===== config.mk =====
export PLATFORM = sky130hd
export DESIGN_NAME = exec_sequencer_flat
export DESIGN_NICKNAME = d
export VERILOG_FILES = /design/src/rtl/exec_sequencer_if.sv /design/src/rtl/exec_sequencer.sv /design/src/flat_wrapper.sv
export SDC_FILE = /design/constraint.sdc
export NUM_CORES = 1
export LEC_CHECK = 0
export BUFFER_PORTS_ARGS = -buffer_cell sky130_fd_sc_hd__buf_2
export CAP_MARGIN = 40
export CORE_AREA = 2 2 42 44
export DETAILED_ROUTE_END_ITERATION = 10
export DIE_AREA = 0 0 44 46
export GPL_TIMING_DRIVEN = 1
export PLACE_DENSITY = 0.66
export SETUP_SLACK_MARGIN = 0.15
export SLEW_MARGIN = 20
export SYNTH_ARGS = -nofsm -noshare
export SYNTH_HDL_FRONTEND = slang
export SYNTH_SLANG_ARGS = --single-unit

===== constraint.sdc =====
create_clock -name clk -period 1.31 [get_ports clk]
set_clock_uncertainty 0.15 [all_clocks]
set_input_delay 0.0655 -clock clk [delete_from_list [all_inputs] [get_ports clk]]
set_output_delay 0.0655 -clock clk [all_outputs]
set_load 0.01 [all_outputs]

===== src/rtl/exec_sequencer_if.sv =====
// Bus handshake bundle between the exec sequencer and the fetch / data-memory bus interface.
// The sequencer is the master: it raises requests and consumes grants and completions.
interface exec_sequencer_if;
    logic ifetch_req;
    logic ifetch_gnt;
    logic ifetch_rvalid;
    logic dmem_req;
    logic dmem_we;
    logic dmem_gnt;
    logic dmem_done;

    modport master (
        output ifetch_req,
        output dmem_req,
        output dmem_we,
        input  ifetch_gnt,
        input  ifetch_rvalid,
        input  dmem_gnt,
        input  dmem_done
    );

    modport slave (
        input  ifetch_req,
        input  dmem_req,
        input  dmem_we,
        output ifetch_gnt,
        output ifetch_rvalid,
        output dmem_gnt,
        output dmem_done
    );
endinterface


===== src/rtl/exec_sequencer.sv =====
// Multi-cycle control FSM for the copperv core: fetch, decode, execute, memory, writeback.
// inst_type encoding: 0 lui, 1 int_imm, 2 int_reg, 3 branch, 4 jal, 5 jalr, 6 load, 7 store, 8 auipc, 9 fence.
module exec_sequencer #(
    parameter int inst_type_width = 4
) (
    input  logic                       clk,
    input  logic                       rst,
    input  logic [inst_type_width-1:0] inst_type,
    input  logic                       alu_comp,
    exec_sequencer_if.master           bus,
    output logic                       ir_load,
    output logic                       alu_a_sel,
    output logic                       alu_b_sel,
    output logic [1:0]                 rd_sel,
    output logic                       rf_we,
    output logic [1:0]                 pc_sel,
    output logic                       pc_en,
    output logic [2:0]                 state
);

    localparam logic [inst_type_width-1:0] IT_IMM     = inst_type_width'(0);
    localparam logic [inst_type_width-1:0] IT_INT_IMM = inst_type_width'(1);
    localparam logic [inst_type_width-1:0] IT_INT_REG = inst_type_width'(2);
    localparam logic [inst_type_width-1:0] IT_BRANCH  = inst_type_width'(3);
    localparam logic [inst_type_width-1:0] IT_JAL     = inst_type_width'(4);
    localparam logic [inst_type_width-1:0] IT_JALR    = inst_type_width'(5);
    localparam logic [inst_type_width-1:0] IT_LOAD    = inst_type_width'(6);
    localparam logic [inst_type_width-1:0] IT_STORE   = inst_type_width'(7);
    localparam logic [inst_type_width-1:0] IT_AUIPC   = inst_type_width'(8);

    typedef enum logic [2:0] {
        S_IDLE      = 3'd0,
        S_FETCH     = 3'd1,
        S_WAIT_INST = 3'd2,
        S_DECODE    = 3'd3,
        S_EXEC      = 3'd4,
        S_MEM_REQ   = 3'd5,
        S_MEM_WAIT  = 3'd6,
        S_WB        = 3'd7
    } state_t;

    state_t                     state_q, state_d;
    logic [inst_type_width-1:0] type_q;
    logic                       taken_q;

    always_ff @(posedge clk) begin
        if (rst) begin
            state_q <= S_IDLE;
            type_q  <= '0;
            taken_q <= 1'b0;
        end else begin
            state_q <= state_d;
            if (state_q == S_DECODE) type_q  <= inst_type;
            if (state_q == S_EXEC)   taken_q <= alu_comp;
        end
    end

    assign state = state_q;

    always_comb begin
        state_d        = state_q;
        bus.ifetch_req = 1'b0;
        bus.dmem_req   = 1'b0;
        bus.dmem_we    = 1'b0;
        ir_load        = 1'b0;
        alu_a_sel      = 1'b0;
        alu_b_sel      = 1'b0;
        rd_sel         = 2'd0;
        rf_we          = 1'b0;
        pc_sel         = 2'd0;
        pc_en          = 1'b0;
        case (state_q)
            S_IDLE: state_d = S_FETCH;
            S_FETCH: begin
                bus.ifetch_req = 1'b1;
                if (bus.ifetch_gnt && bus.ifetch_rvalid) begin
                    ir_load = 1'b1;
                    state_d = S_DECODE;
                end else if (bus.ifetch_gnt) begin
                    state_d = S_WAIT_INST;
                end
            end
            S_WAIT_INST: begin
                if (bus.ifetch_rvalid) begin
                    ir_load = 1'b1;
                    state_d = S_DECODE;
                end
            end
            S_DECODE: state_d = S_EXEC;
            S_EXEC: begin
                case (type_q)
                    IT_INT_IMM:        alu_b_sel = 1'b1;
                    IT_AUIPC: begin
                        alu_a_sel = 1'b1;
                        alu_b_sel = 1'b1;
                    end
                    IT_LOAD, IT_STORE: alu_b_sel = 1'b1;
                    default: ;
                endcase
                state_d = (type_q == IT_LOAD || type_q == IT_STORE) ? S_MEM_REQ : S_WB;
            end
            S_MEM_REQ: begin
                bus.dmem_req = 1'b1;
                bus.dmem_we  = (type_q == IT_STORE);
                if (bus.dmem_gnt && bus.dmem_done) state_d = S_WB;
                else if (bus.dmem_gnt)             state_d = S_MEM_WAIT;
            end
            S_MEM_WAIT: begin
                if (bus.dmem_done) state_d = S_WB;
            end
            S_WB: begin
                pc_en   = 1'b1;
                state_d = S_FETCH;
                // Unlisted classes (store, fence, unused codes) fall through as a plain pc+4.
                case (type_q)
                    IT_INT_REG, IT_INT_IMM, IT_AUIPC: rf_we = 1'b1;
                    IT_LOAD: begin
                        rf_we  = 1'b1;
                        rd_sel = 2'd1;
                    end
                    IT_IMM: begin
                        rf_we  = 1'b1;
                        rd_sel = 2'd3;
                    end
                    IT_JAL: begin
                        rf_we  = 1'b1;
                        rd_sel = 2'd2;
                        pc_sel = 2'd1;
                    end
                    IT_JALR: begin
                        rf_we  = 1'b1;
                        rd_sel = 2'd2;
                        pc_sel = 2'd2;
                    end
                    IT_BRANCH: pc_sel = {1'b0, taken_q};
                    default: ;
                endcase
            end
            default: state_d = S_IDLE;
        endcase
    end

endmodule

===== src/flat_wrapper.sv =====
// flat-port wrapper written by rule: the top's interface ports become plain ports
module exec_sequencer_flat 
#(
    parameter int inst_type_width = 4
)
  (clk, rst, inst_type, alu_comp, ir_load, alu_a_sel, alu_b_sel, rd_sel, rf_we, pc_sel, pc_en, state, bus_ifetch_req, bus_dmem_req, bus_dmem_we, bus_ifetch_gnt, bus_ifetch_rvalid, bus_dmem_gnt, bus_dmem_done);
  exec_sequencer_if bus_i ();
  input  logic clk;
  input  logic rst;
  input  logic [inst_type_width-1:0] inst_type;
  input  logic alu_comp;
  output logic ir_load;
  output logic alu_a_sel;
  output logic alu_b_sel;
  output logic [1:0] rd_sel;
  output logic rf_we;
  output logic [1:0] pc_sel;
  output logic pc_en;
  output logic [2:0] state;
  output wire logic [$bits(bus_i.ifetch_req)-1:0] bus_ifetch_req;
  output wire logic [$bits(bus_i.dmem_req)-1:0] bus_dmem_req;
  output wire logic [$bits(bus_i.dmem_we)-1:0] bus_dmem_we;
  input wire logic [$bits(bus_i.ifetch_gnt)-1:0] bus_ifetch_gnt;
  input wire logic [$bits(bus_i.ifetch_rvalid)-1:0] bus_ifetch_rvalid;
  input wire logic [$bits(bus_i.dmem_gnt)-1:0] bus_dmem_gnt;
  input wire logic [$bits(bus_i.dmem_done)-1:0] bus_dmem_done;
  assign bus_ifetch_req = bus_i.ifetch_req;
  assign bus_dmem_req = bus_i.dmem_req;
  assign bus_dmem_we = bus_i.dmem_we;
  assign bus_i.ifetch_gnt = bus_ifetch_gnt;
  assign bus_i.ifetch_rvalid = bus_ifetch_rvalid;
  assign bus_i.dmem_gnt = bus_dmem_gnt;
  assign bus_i.dmem_done = bus_dmem_done;
  exec_sequencer #(.inst_type_width(inst_type_width)) u_core (.clk(clk), .rst(rst), .inst_type(inst_type), .alu_comp(alu_comp), .bus(bus_i), .ir_load(ir_load), .alu_a_sel(alu_a_sel), .alu_b_sel(alu_b_sel), .rd_sel(rd_sel), .rf_we(rf_we), .pc_sel(pc_sel), .pc_en(pc_en), .state(state));
endmodule

=== After elaboration in Yosys (flattened, before gate mapping) ===
Cells that the tools add are included.

* Input bits: 11
* Register bits after elaboration: 8

* Eq/ne operators: 19
* Reductions and logical operators: 10
* Multiplexer cells: 25

{| class="wikitable"
|+ Operator list
! operator !! count
|-
| 3-bit one-hot mux with 7 select lines || 1
|-
| 3-bit two-way mux || 6
|-
| 4-bit by 3-bit == test with 1-bit output (second input constant) || 4
|-
| 3-bit == test (second input constant) || 4
|-
| 1-bit two-way mux || 12
|-
| 2-bit one-hot mux with 3 select lines || 2
|-
| 4-bit by 2-bit == test with 1-bit output (second input constant) || 2
|-
| 7-bit OR reduction || 1
|-
| 3-bit by 2-bit == test with 1-bit output (second input constant) || 2
|-
| 2-bit two-way mux || 3
|-
| 3-bit by 2-bit inequality test with 1-bit output (second input constant) || 2
|-
| 4-bit by 1-bit == test with 1-bit output (second input constant) || 1
|-
| 4-bit == test (second input constant) || 1
|-
| 4-bit zero test || 1
|-
| 2-bit inequality test (second input constant) || 2
|-
| 4-bit AND reduction || 1
|-
| 2-bit OR reduction || 2
|-
| 4-bit OR reduction || 1
|-
| 3-bit by 1-bit == test with 1-bit output (second input constant) || 1
|-
| 3-bit zero test || 1
|-
| 1-bit logical AND || 2
|-
| 1-bit one-hot mux with 2 select lines || 1
|-
| 1-bit logical OR || 1
|}

=== Longest topological paths before layout ===
Gate-level depths: netlist of the first run.

* Word-level depth: 4
* Depth in mapped cells: 4
* Mapped depth without buffers: 3

=== Worst setup path before layout of the first run ===
OpenSTA, ideal clock, no wires.

* Path kind: register -> output
* Start: register u_core.state_q[1] (netlist: u_core.state[1])
* End: output port rd_sel[0]
* Required time: 1.094 ns
* Stages on the path, launching flop included: 5
* Path slack: -0.064 ns
* Arrival time: 1.159 ns
* Cell sequence: dfxtp_1 -> buf_4 -> nand2_4 -> or3_4 -> nor3_2

* Cells in the longest elaborated chain, start to end: 2

{| class="wikitable"
|+ RTL lines
! element !! RTL line !! RTL
|-
| from (decl) || exec_sequencer.sv:42 || <nowiki>state_t state_q, state_d;</nowiki>
|-
| from (signal assigned) || exec_sequencer.sv:52 || <nowiki>state_q <= state_d;</nowiki>
|-
| 3-bit == test || exec_sequencer.sv:72 || <nowiki>case (state_q)</nowiki>
|-
| 2-bit two-way mux || exec_sequencer.sv:72 ||
|-
| to (decl) || flat_wrapper.sv:15 || <nowiki>output logic [1:0] rd_sel;</nowiki>
|}

Every way passes these cells.

=== Final worst setup path of the first run ===
* Start: register u_core.state_q[2] (netlist: u_core.state[2])
* End: output port rd_sel[1]

The elaborated chain is that of the path after synthesis.

==> impl_summary.txt, run 1 <==
----------------------------------------------------
[CTS]
  Reg clk slew, reported paths ... 0.05 ns
  Number of CTS-inserted buffers ... 3
  Buffer type at the clock tree root ... sky130_fd_sc_hd__clkbuf_4
  Number of H-tree branching levels ... 1
  Clock Sink Count ... 8
  Clock tree from TritonCTS ... done
  Worst-case clock buffer depth ... 2
  Clock latency reported for the late side of the worst-skew pair ... 0.25 ns

[Route]
  Number of detailed-route iterations in the first pass ... 4
  DRC errors left ... 0
  Vias per Instance ... 5.10
  Wire length per cell after detailed routing ... 12.6 µm
  Number of nets with antenna violations after detailed routing ... 0
  Total Wirelength ... 1.70 mm
  Total via count in the routed design ... 683
  Initial DRC Count ... 19

[Floorplan]
  Boundary pin count ... 26
  Die width ... 44 µm
  Floorplan die area ... 2020 µm²
  Placeable Area ... 1610 µm²
  FP Rows ... 15
  Starting utilization of the core area ... 36.5%
  Die Y-Extent ... 46 µm

[Setup path]
  Beginning of the critical path ... u_core.state[2]$_SDFFE_PP0P_
  Source of the worst register-to-register timing path ... u_core.state[2]$_SDFFE_PP0P_
  Largest stage delay, worst path ... 0.41 ns
  Flop-to-flop setup slack ... -0.08 ns
  Worst path buffer plus inverter count ... 2
  Startpoint kind of the worst setup timing path ... register
  Data arrival time of the critical path ... 1.32 ns
  Worst-case reg-to-reg path depth ... 6
  Worst path cell trace ... inv_2 > or3_4 > nor3_4 > buf_2
  Cell with the largest stage delay on the worst path ... sky130_fd_sc_hd__or3_4
  Data required time of the critical path ... 1.09 ns
  Type of destination of the critical path ... output port
  Capture instance of the worst register-to-register path ... u_core.state[0]$_SDFFE_PP0P_
  Start-to-end type of the worst setup path ... reg2out
  Logic depth of the worst setup path including buffers ... 4
  Critical Path End ... rd_sel[1]
  Category of cells accounting for the largest share of critical-path delay ... simple AND/OR/NAND/NOR gates
  Worst-path maximum fanout ... 4

[Layout]
  Final-stage net count ... 130
  Antenna diode instance count ... 0
  Synth-to-layout area growth ... 77.7%
  Share of final-layout standard cells stronger than drive strength 1 ... 62.4%
  Fill cell count ... 124
  Number of standard cells in the layout, taps in and fillers out ... 134

[Status]
  Violations in the final reports ... negative setup slack
  Result of the run ... finished, violations left

[Placement]
  Quantity of I/O buffers inserted on ports ... 25
  Estimated wirelength of the detail-placed design ... 1.08 mm
  Placed Cells incl. Taps ... 116
  Placer's final routability congestion estimate ... 0.727

[Synth]
  Cell types occupying the most area after synthesis ... sky130_fd_sc_hd__dfxtp_1 27%, sky130_fd_sc_hd__mux2i_1 8.5%, sky130_fd_sc_hd__nor2_1 5.1%
  Post-synthesis sequential element count ... 8
  Net Count, Synth ... 82
  Top flip-flop cell by instance count after synthesis ... sky130_fd_sc_hd__dfxtp_1
  Cell Area, Synth ... 589 µm²
  Number of distinct standard cells referenced by the synthesized netlist ... 34
  Sequential fraction of the synthesis area ... 27.2%
  Yosys warning count ... 0
  Fraction of synthesis flops using an asynchronous set or reset pin ... 0%
  Synthesized area divided by synthesized cell count ... 8.30 µm²
  Portion of synthesized cell area occupied by the leading cell type ... 27.2%
  Synth Instances ... 71
  Cell taking the most area after synthesis ... sky130_fd_sc_hd__dfxtp_1
  Post-synth EDFFs ... 0

[GRT]
  Total congestion overflow after global routing ... 0
  Overall routing resource usage ... 17.9%
  Vias in the first global route ... 614
  Pin count of the biggest net entering global routing ... 11
  Wire length of the first global-routing pass ... 2.71 mm
  Antenna violations before repair ... 0

[STA]
  Final min period ... 1.53 ns
  Ratio of final minimum period to clock period ... 117%
  Worst Max-Slew Pin Slew ... 0.359 ns
  Final hold viol count ... 0
  Max Fclk ... 652 MHz
  Unrepaired setup endpoints after global routing ... yes
  Number of setup violations in the final report ... 13
  Setup slack after layout ... -0.223 ns
  Total count of max-transition violations in the final report ... 0
  Headroom to the max-slew limit ... 76.0%

[Pwr]
  Overall power of the completed layout ... 740 µW
  Peak supply drop ... 0.479 mV
  Combinational Power Share ... 36.1%
  Power spent charging and discharging nets ... 223 µW
  Internal power ... 517 µW
  Part of the power in the clock network ... 25.1%
  Sequential group share of total power ... 38.8%
  Pleak ... 0.000530 µW
  Proportion of total power due to net switching ... 30.1%
  Power per unit of standard cell area ... 706 nW/µm²

[Hold path]
  Hold Crit Class ... in2reg
  Source of the worst hold timing path ... bus_dmem_done

[Run]
  Maxcap violations ... 0

----------------------------------------------------
[per-stage QoR]
stage | setup TNS, ns | utilization, % | worst slack (ns) | hold slack [ns] | area, µm²
detailed placement | 0 | 49.4 | 0.0120 | 0.156 | 797
finish | -1.69 | 64.9 | -0.223 | 0.00494 | 1050
global route | -2.62 | 64.9 | -0.284 | 0.0187 | 1050
floorplan | 0 | - | 0.0267 | 0.0594 | 618
global placement | 0 | 49.4 | 0.0319 | 0.150 | 797
CTS | -1.71 | 62.0 | -0.215 | 0.0144 | 1000
[synthesized netlist by cell type (all sizes together) (2+ instances only)]
cell and count:
or3 2, nand2b 2, nor2b 2, mux2i 5
nor3 3, buf 7, nor2 8, inv 3
dfxtp 8, nand3b 4, nand2 6, nor3b 4
a21oi 5
[cell families after synthesis]
kind of cell           after synthesis  share of synthesized area (%)
buffers and inverters               10                           10.2
XOR/XNOR                             1                           1.49
multiplexers                         5                           8.49
flip-flops                           8                           27.2
AND/OR/NAND/NOR                     37                           41.0
AO/OA/AOI/OAI                       10                           11.7
[layout by cell type (no fill, tap or decap), types with 2 or more instances in the layout]
| master | Yosys | layout |
|---|---|---|
| sky130_fd_sc_hd__nand3b_1 | 3 | 3 |
| sky130_fd_sc_hd__mux2i_1 | 5 | 5 |
| sky130_fd_sc_hd__buf_4 | 1 | 14 |
| sky130_fd_sc_hd__nor2b_1 | 2 | 2 |
| sky130_fd_sc_hd__nor3_4 | 0 | 2 |
| sky130_fd_sc_hd__nor2_2 | 0 | 2 |
| sky130_fd_sc_hd__dlygate4sd3_1 | 0 | 8 |
| sky130_fd_sc_hd__nor2_1 | 8 | 6 |
| sky130_fd_sc_hd__dfxtp_2 | 0 | 3 |
| sky130_fd_sc_hd__nor3b_2 | 1 | 3 |
| sky130_fd_sc_hd__buf_2 | 3 | 23 |
| sky130_fd_sc_hd__nand2_1 | 5 | 5 |
| sky130_fd_sc_hd__nand2b_4 | 0 | 2 |
| sky130_fd_sc_hd__a21oi_2 | 0 | 4 |
| sky130_fd_sc_hd__clkbuf_4 | 0 | 3 |
| sky130_fd_sc_hd__buf_6 | 2 | 3 |
| sky130_fd_sc_hd__dfxtp_4 | 0 | 4 |
| sky130_fd_sc_hd__inv_1 | 2 | 2 |
[cell type report]
cell class	count	area, µm²	area share (%)
Multi-Input combinational cell	53	454	43.4
Tap cell	17	21.3	2.03
Inverter	3	11.3	1.08
Clock buffer	3	22.5	2.15
Sequential cell	8	179	17.1
Timing Repair Buffer	50	359	34.3
[what timing repair did]
action	in CTS	in global routing
hold endpoints to repair	8	0
endpoints found under the setup margin	19	22
hold buffers	8	0
gates cloned	0	0
buffers inserted	5	2
gates resized for setup	15	8
pin swaps	3	2
[registers in the layout (all words and copies together) (netlist names)]
signal          count
u_core.taken_q      1
u_core.state        3
u_core.type_q       4
[tightest hold or removal path, delay by kind of cell]
family / cells / cell delay, ns
buffers and inverters: 1 / 0.10
AND/OR/NAND/NOR: 2 / 0.18
[power groups by stage]
stage | logic (µW) | registers [µW] | clock network [µW]
after floorplan | 130 | 281 | 0
after global placement | 181 | 295 | 0
after detailed placement | 182 | 296 | 0
after CTS | 246 | 286 | 189
after global routing | 288 | 289 | 212
final | 267 | 287 | 186
[metal layers]
layer | wire length [µm] | share of wire, % | up-vias | GRT usage (%)
met5 | 0 | 0 | - | 0
met4 | 0 | 0 | 0 | 7.88
met3 | 88 | 5.2 | 0 | 2.78
met2 | 860 | 51 | 25 | 30.0
met1 | 747 | 44 | 314 | 22.6
li1 | - | - | 344 | -
[worst min path at each step]
stage,end,cells after the start
finish,u_core.state[0]$_SDFFE_PP0P_,3
floorplan,u_core.type_q[0]$_SDFFE_PP0N_,2
global placement,u_core.type_q[1]$_SDFFE_PP0N_,3
global route,u_core.state[0]$_SDFFE_PP0P_,3
detailed placement,u_core.type_q[3]$_SDFFE_PP0N_,3
CTS,u_core.state[0]$_SDFFE_PP0P_,3
Power figures use the tool's default switching activity.
==> run 2, diff against run 1 <==
==> constraint.sdc (replaced) <==
create_clock -name clk -period 1.75 [get_ports clk]
set_clock_uncertainty 0.15 [all_clocks]
set_input_delay 0.0875 -clock clk [delete_from_list [all_inputs] [get_ports clk]]
set_output_delay 0.0875 -clock clk [all_outputs]
set_load 0.01 [all_outputs]
==> run 2 against run 1 <==
The flow now finishes without violations. Flip-flop and latch count is the same. Sequential power decreased by 24%. Routed wire length decreased by 17%. Utilization is 12 points lower. Die area did not move. Power decreased by 32%. Critical path type unchanged.
==> impl_summary.txt, run 2 (synthesis gave the netlist of run 1 again) <==
----------------------------------------------------
[Status]
  Result of the run ... completed

[Layout]
  Antenna diode instance count ... 0
  Fill cell count ... 156
  Max FFs per register ... 4
  Synth-to-layout area growth ... 44.6%
  Final-stage net count ... 118
  Leading cell type in the layout, fill and taps excluded ... sky130_fd_sc_hd__buf_2
  Combined flip-flop and latch cell area ... 176 µm²
  Number of standard cells in the layout, taps in and fillers out ... 122
  Final design utilization ... 52.8%
  Share of final-layout standard cells stronger than drive strength 1 ... 47.6%
  Commonest cells after routing, fill and taps aside ... 25 x sky130_fd_sc_hd__buf_2, 8 x sky130_fd_sc_hd__nor2_1, 7 x sky130_fd_sc_hd__dlygate4sd3_1
  Largest Register ... u_core.type_q
  Footprint of the multi-input gates ... 380 µm²
  Final instance area ... 852 µm²

[CTS]
  Clock Sink Count ... 8
  Number of H-tree branching levels ... 1
  Number of CTS-inserted buffers ... 3
  Reg clk slew, reported paths ... 0.06 ns
  Clock tree from TritonCTS ... done
  Worst-case clock buffer depth ... 2
  Clock latency reported for the late side of the worst-skew pair ... 0.25 ns
  Buffer type at the clock tree root ... sky130_fd_sc_hd__clkbuf_4

[Route]
  Total Wirelength ... 1.40 mm
  DRC errors left ... 0
  Number of detailed-route iterations in the first pass ... 4
  Total via count in the routed design ... 619
  Initial DRC Count ... 20
  Wire length per cell after detailed routing ... 11.5 µm
  Vias per Instance ... 5.07
  Number of nets with antenna violations after detailed routing ... 0

[STA]
  Final min period ... 1.58 ns
  Headroom to the max-slew limit ... 85.5%
  Total negative slack for setup checks ... 0 ns
  Number of setup violations in the final report ... 0
  Worst Max-Slew Pin Slew ... 0.216 ns
  Final hold viol count ... 0
  Max Fclk ... 633 MHz
  Total count of max-transition violations in the final report ... 0
  Ratio of final minimum period to clock period ... 90.2%
  Unrepaired setup endpoints after global routing ... yes

[GRT]
  Total congestion overflow after global routing ... 0
  Pin count of the biggest net entering global routing ... 12
  Vias in the first global route ... 534
  Antenna violations before repair ... 0
  Wire length of the first global-routing pass ... 2.23 mm
  Overall routing resource usage ... 14.9%

[Hold path]
  Source of the worst hold timing path ... bus_dmem_done
  Hold Crit Endpoint ... u_core.state[0]$_SDFFE_PP0P_
  Hold Crit Class ... in2reg
  Hold path cells ... 3

[Setup path]
  Source of the worst register-to-register timing path ... u_core.state[1]$_SDFFE_PP0P_
  Flop-to-flop setup slack ... 0.42 ns
  Capture instance of the worst register-to-register path ... u_core.taken_q$_SDFFE_PP0P_
  Data required time of the critical path ... 1.51 ns
  Worst-path maximum fanout ... 6
  Startpoint kind of the worst setup timing path ... register
  Start-to-end type of the worst setup path ... reg2out
  Worst-case reg-to-reg path depth ... 5
  Data arrival time of the critical path ... 1.34 ns
  Type of destination of the critical path ... output port

[Pwr]
  Proportion of total power due to net switching ... 29.9%
  Combinational Power Share ... 27.8%
  Peak supply drop ... 0.319 mV
  Part of the power in the clock network ... 28.5%
  Power per unit of standard cell area ... 586 nW/µm²
  Power spent charging and discharging nets ... 149 µW
  Overall power of the completed layout ... 499 µW
  Internal power ... 350 µW
  Sequential group share of total power ... 43.7%
  Pleak ... 0.000437 µW

[Floorplan]
  Boundary pin count ... 26
  Starting utilization of the core area ... 36.5%
  FP Rows ... 15
  Die width ... 44 µm
  Placeable Area ... 1610 µm²
  Floorplan die area ... 2020 µm²
  Die Y-Extent ... 46 µm

[Placement]
  Quantity of I/O buffers inserted on ports ... 25
  Area after detailed placement ... 702 µm²
  Placed Cells incl. Taps ... 108
  Placer's final routability congestion estimate ... 0.771
  Estimated wirelength of the detail-placed design ... 994 µm

[Run]
  Maxcap violations ... 0

----------------------------------------------------
run 2: cell types whose count changed in the layout (fill, tap and decap cells not counted), moves of 3 or more:
cell and delta:
sky130_fd_sc_hd__buf_6 -3, sky130_fd_sc_hd__buf_4 -8, sky130_fd_sc_hd__nor3b_2 -3, sky130_fd_sc_hd__a21oi_1 +4, sky130_fd_sc_hd__a21oi_2 -4
run 2: worst max-delay path by stage:
| stage | from | endpoint | slack (ns) | cells after the start |
|---|---|---|---|---|
| 2_1_floorplan | u_core.state[1]$_SDFFE_PP0P_ | rd_sel[0] | 0.35 | 4 |
| 3_3_place_gp | u_core.state[2]$_SDFFE_PP0P_ | rd_sel[1] | 0.29 | 4 |
| 4_1_cts | u_core.state[0]$_SDFFE_PP0P_ | rd_sel[1] | 0.14 | 4 |
| 5_1_grt | u_core.state[0]$_SDFFE_PP0P_ | rd_sel[1] | 0.13 | 4 |
| 3_5_place_dp | u_core.state[2]$_SDFFE_PP0P_ | rd_sel[1] | 0.25 | 4 |
| 6_report | u_core.state[0]$_SDFFE_PP0P_ | rd_sel[1] | 0.17 | 4 |
run 2: metal layers:
layer | wire length (µm) | up-vias | GRT usage, %
li1 | - | 323 | -
met1 | 622 | 278 | 18.3
met2 | 714 | 18 | 24.1
met3 | 66 | 0 | 1.59
met4 | 0 | 0 | 10.9
met5 | 0 | - | 0
run 2: timing repair:
action,4_1_cts,5_1_grt
hold buffers,7,0
setup endpoints to repair,7,5
setup buffers,1,3
pin swaps,0,2
endpoints found under the hold margin,8,0
resized for setup,7,5
run 2: power by group through the flow:
stage,sequential (µW),clock [µW],combinational (µW)
floorplan,208,0,93.0
global placement,222,0,109
detailed placement,222,0,111
CTS,218,146,128
global route,221,158,153
finish,218,142,139
run 2: through the flow:
step | setup slack (ns) | hold WS [ns]
global route | 0.133 | 0.0865
CTS | 0.140 | 0.0176
global placement | 0.293 | 0.167
detailed placement | 0.248 | 0.179
finish | 0.171 | 0.0197
floorplan | 0.354 | 0.0814
run 2: layout make-up:
| cell class | count | share of cell area, % |
|---|---|---|
| clock buffer | 3 | 2.64 |
| inverter | 3 | 1.32 |
| multi-input combinational | 53 | 44.6 |
| sequential | 8 | 20.7 |
| tap | 17 | 2.50 |
| timing repair buffer | 38 | 28.2 |
run 2: critical path, cell delays in order (launching register included):
cell	delay [ns]
sky130_fd_sc_hd__dfxtp_4	0.39
sky130_fd_sc_hd__nand2_4	0.05
sky130_fd_sc_hd__or3_4	0.36
sky130_fd_sc_hd__nor3_2	0.15
sky130_fd_sc_hd__buf_2	0.14
==> run 3, diff against run 2 <==
==> constraint.sdc (replaced) <==
create_clock -name clk -period 1.75 [get_ports clk]
set_clock_uncertainty 0.15 [all_clocks]
set_input_delay 0.2625 -clock clk [delete_from_list [all_inputs] [get_ports clk]]
set_output_delay 0.2625 -clock clk [all_outputs]
set_load 0.01 [all_outputs]
==> run 3 against run 2 <==
Global-route usage grew 2.1 points. Critical path depth unchanged. Design area is 9.1% higher. Non-clock buffer count up 5. Power up 4.8%. Combinational power rose by 29%. Clock-buffer cell count did not move. Largest cell class unchanged. Highest routed layer is now met4.
==> impl_summary.txt, run 3 (synthesis gave the netlist of run 1 again) <==
----------------------------------------------------
[Status]
  Result of the run ... completed

[Pwr]
  Internal power ... 369 µW
  Peak supply drop ... 0.327 mV
  Sequential group share of total power ... 40.4%
  Proportion of total power due to net switching ... 29.5%
  Combinational Power Share ... 34.1%
  Pleak ... 0.000491 µW
  Part of the power in the clock network ... 25.5%
  Power spent charging and discharging nets ... 154 µW
  Power per unit of standard cell area ... 563 nW/µm²

[CTS]
  Clock Sink Count ... 8
  Worst-case clock buffer depth ... 2
  Reg clk slew, reported paths ... 0.05 ns
  Number of H-tree branching levels ... 1
  Number of CTS-inserted buffers ... 3
  Buffer type at the clock tree root ... sky130_fd_sc_hd__clkbuf_4
  Clock tree from TritonCTS ... done
  Clock latency reported for the late side of the worst-skew pair ... 0.24 ns

[Layout]
  Final-stage net count ... 123
  Final design utilization ... 57.6%
  Synth-to-layout area growth ... 57.7%
  Largest Register ... u_core.type_q
  Commonest cells after routing, fill and taps aside ... 24 x sky130_fd_sc_hd__buf_2, 15 x sky130_fd_sc_hd__buf_4, 6 x sky130_fd_sc_hd__nor2_1
  Fill cell count ... 145
  Antenna diode instance count ... 0
  Max FFs per register ... 4
  Share of final-layout standard cells stronger than drive strength 1 ... 63.6%
  Leading cell type in the layout, fill and taps excluded ... sky130_fd_sc_hd__buf_2

[Floorplan]
  Die Y-Extent ... 46 µm
  Boundary pin count ... 26
  Placeable Area ... 1610 µm²
  Starting utilization of the core area ... 36.5%
  FP Rows ... 15
  Die width ... 44 µm
  Floorplan die area ... 2020 µm²

[Hold path]
  Hold Crit Class ... in2reg
  Hold path cells ... 3

[STA]
  Unrepaired setup endpoints after global routing ... yes
  Worst Max-Slew Pin Slew ... 0.240 ns
  Ratio of final minimum period to clock period ... 96.9%
  Final hold viol count ... 0
  Headroom to the max-slew limit ... 84.0%
  Hold Slack ... 0.0951 ns
  Total count of max-transition violations in the final report ... 0
  Final min period ... 1.70 ns
  Number of setup violations in the final report ... 0
  Max Fclk ... 590 MHz

[Setup path]
  Start-to-end type of the worst setup path ... reg2out
  Data required time of the critical path ... 1.34 ns
  Largest stage delay, worst path ... 0.40 ns
  Type of destination of the critical path ... output port
  Worst path buffer plus inverter count ... 2
  Worst-path maximum fanout ... 4
  Worst-case reg-to-reg path depth ... 6
  Category of cells accounting for the largest share of critical-path delay ... simple AND/OR/NAND/NOR gates
  Data arrival time of the critical path ... 1.28 ns
  Worst path cell trace ... inv_2 > or3_4 > nor3_2 > buf_2
  Cell with the largest stage delay on the worst path ... sky130_fd_sc_hd__or3_4
  Logic depth of the worst setup path including buffers ... 4
  Startpoint kind of the worst setup timing path ... register

[Route]
  Vias per Instance ... 5.21
  Number of nets with antenna violations after detailed routing ... 0
  Wire length per cell after detailed routing ... 12.8 µm
  Number of detailed-route iterations in the first pass ... 4
  Total Wirelength ... 1.63 mm
  Total via count in the routed design ... 662
  DRC errors left ... 0
  Initial DRC Count ... 12

[GRT]
  Overall routing resource usage ... 17.1%
  Total congestion overflow after global routing ... 0
  Vias in the first global route ... 591
  Pin count of the biggest net entering global routing ... 12
  Wire length of the first global-routing pass ... 2.48 mm
  Antenna violations before repair ... 0

[Run]
  Maxcap violations ... 0

[Placement]
  Quantity of I/O buffers inserted on ports ... 25
  Estimated wirelength of the detail-placed design ... 959 µm
  Placer's final routability congestion estimate ... 0.730

----------------------------------------------------
run 3: area by class of cell:
class	instances	area, µm²	area share, %
Clock buffer	3	22.5	2.42
Sequential cell	8	181	19.5
Tap cell	17	21.3	2.29
Inverter	3	11.3	1.21
Timing Repair Buffer	43	278	29.9
Multi-Input combinational cell	53	415	44.7
run 3: final timing paths:
check | slack (ns) | start | to
setup reg to reg | 0.20 | u_core.state[2]$_SDFFE_PP0P_ | u_core.type_q[0]$_SDFFE_PP0N_
setup / recovery | 0.05 | u_core.state[2]$_SDFFE_PP0P_ | rd_sel[1]
hold / removal | 0.1 | inst_type[3] | u_core.type_q[3]$_SDFFE_PP0N_
hold reg to reg | 0.37 | u_core.taken_q$_SDFFE_PP0P_ | u_core.taken_q$_SDFFE_PP0P_
run 3: power by group through the flow:
stage	registers (µW)	clock network, µW	logic [µW]
after floorplan	208	0	93.0
after global placement	215	0	119
after detailed placement	216	0	119
after CTS	214	138	163
after global routing	213	152	191
final	211	134	179
run 3: what timing repair did:
item / 4_1_cts / 5_1_grt
setup buffers: 11 / 4
hold buffers: 0 / 0
pin swaps: 7 / 3
setup endpoints to repair: 11 / 11
resized for setup: 18 / 8
run 3: stage by stage:
stage          power (µW)  TNS [ns]  instance area (µm²)  std cells  setup slack (ns)
4_1_cts               515         0                  876        123            0.0338
2_1_floorplan         301         0                  589         71             0.179
6_report              523         0                  930        127            0.0537
3_5_place_dp          335         0                  709        109             0.205
5_1_grt               556   -0.0140                  930        127           -0.0140
3_3_place_gp          334         0                  709        109             0.212
run 3: worst min-delay path: stages:
cell                      delay [ns]
sky130_fd_sc_hd__buf_2          0.07
sky130_fd_sc_hd__mux2i_1        0.05
sky130_fd_sc_hd__nor2_1         0.07
run 3: routing by layer:
layer | up-vias | track usage, % | share of wire, %
met4 | 0 | 9.09 | 2.2
met5 | - | 0 | 0
met3 | 4 | 5.56 | 2.8
met1 | 313 | 17.6 | 43
li1 | 329 | - | -
met2 | 16 | 30.6 | 52
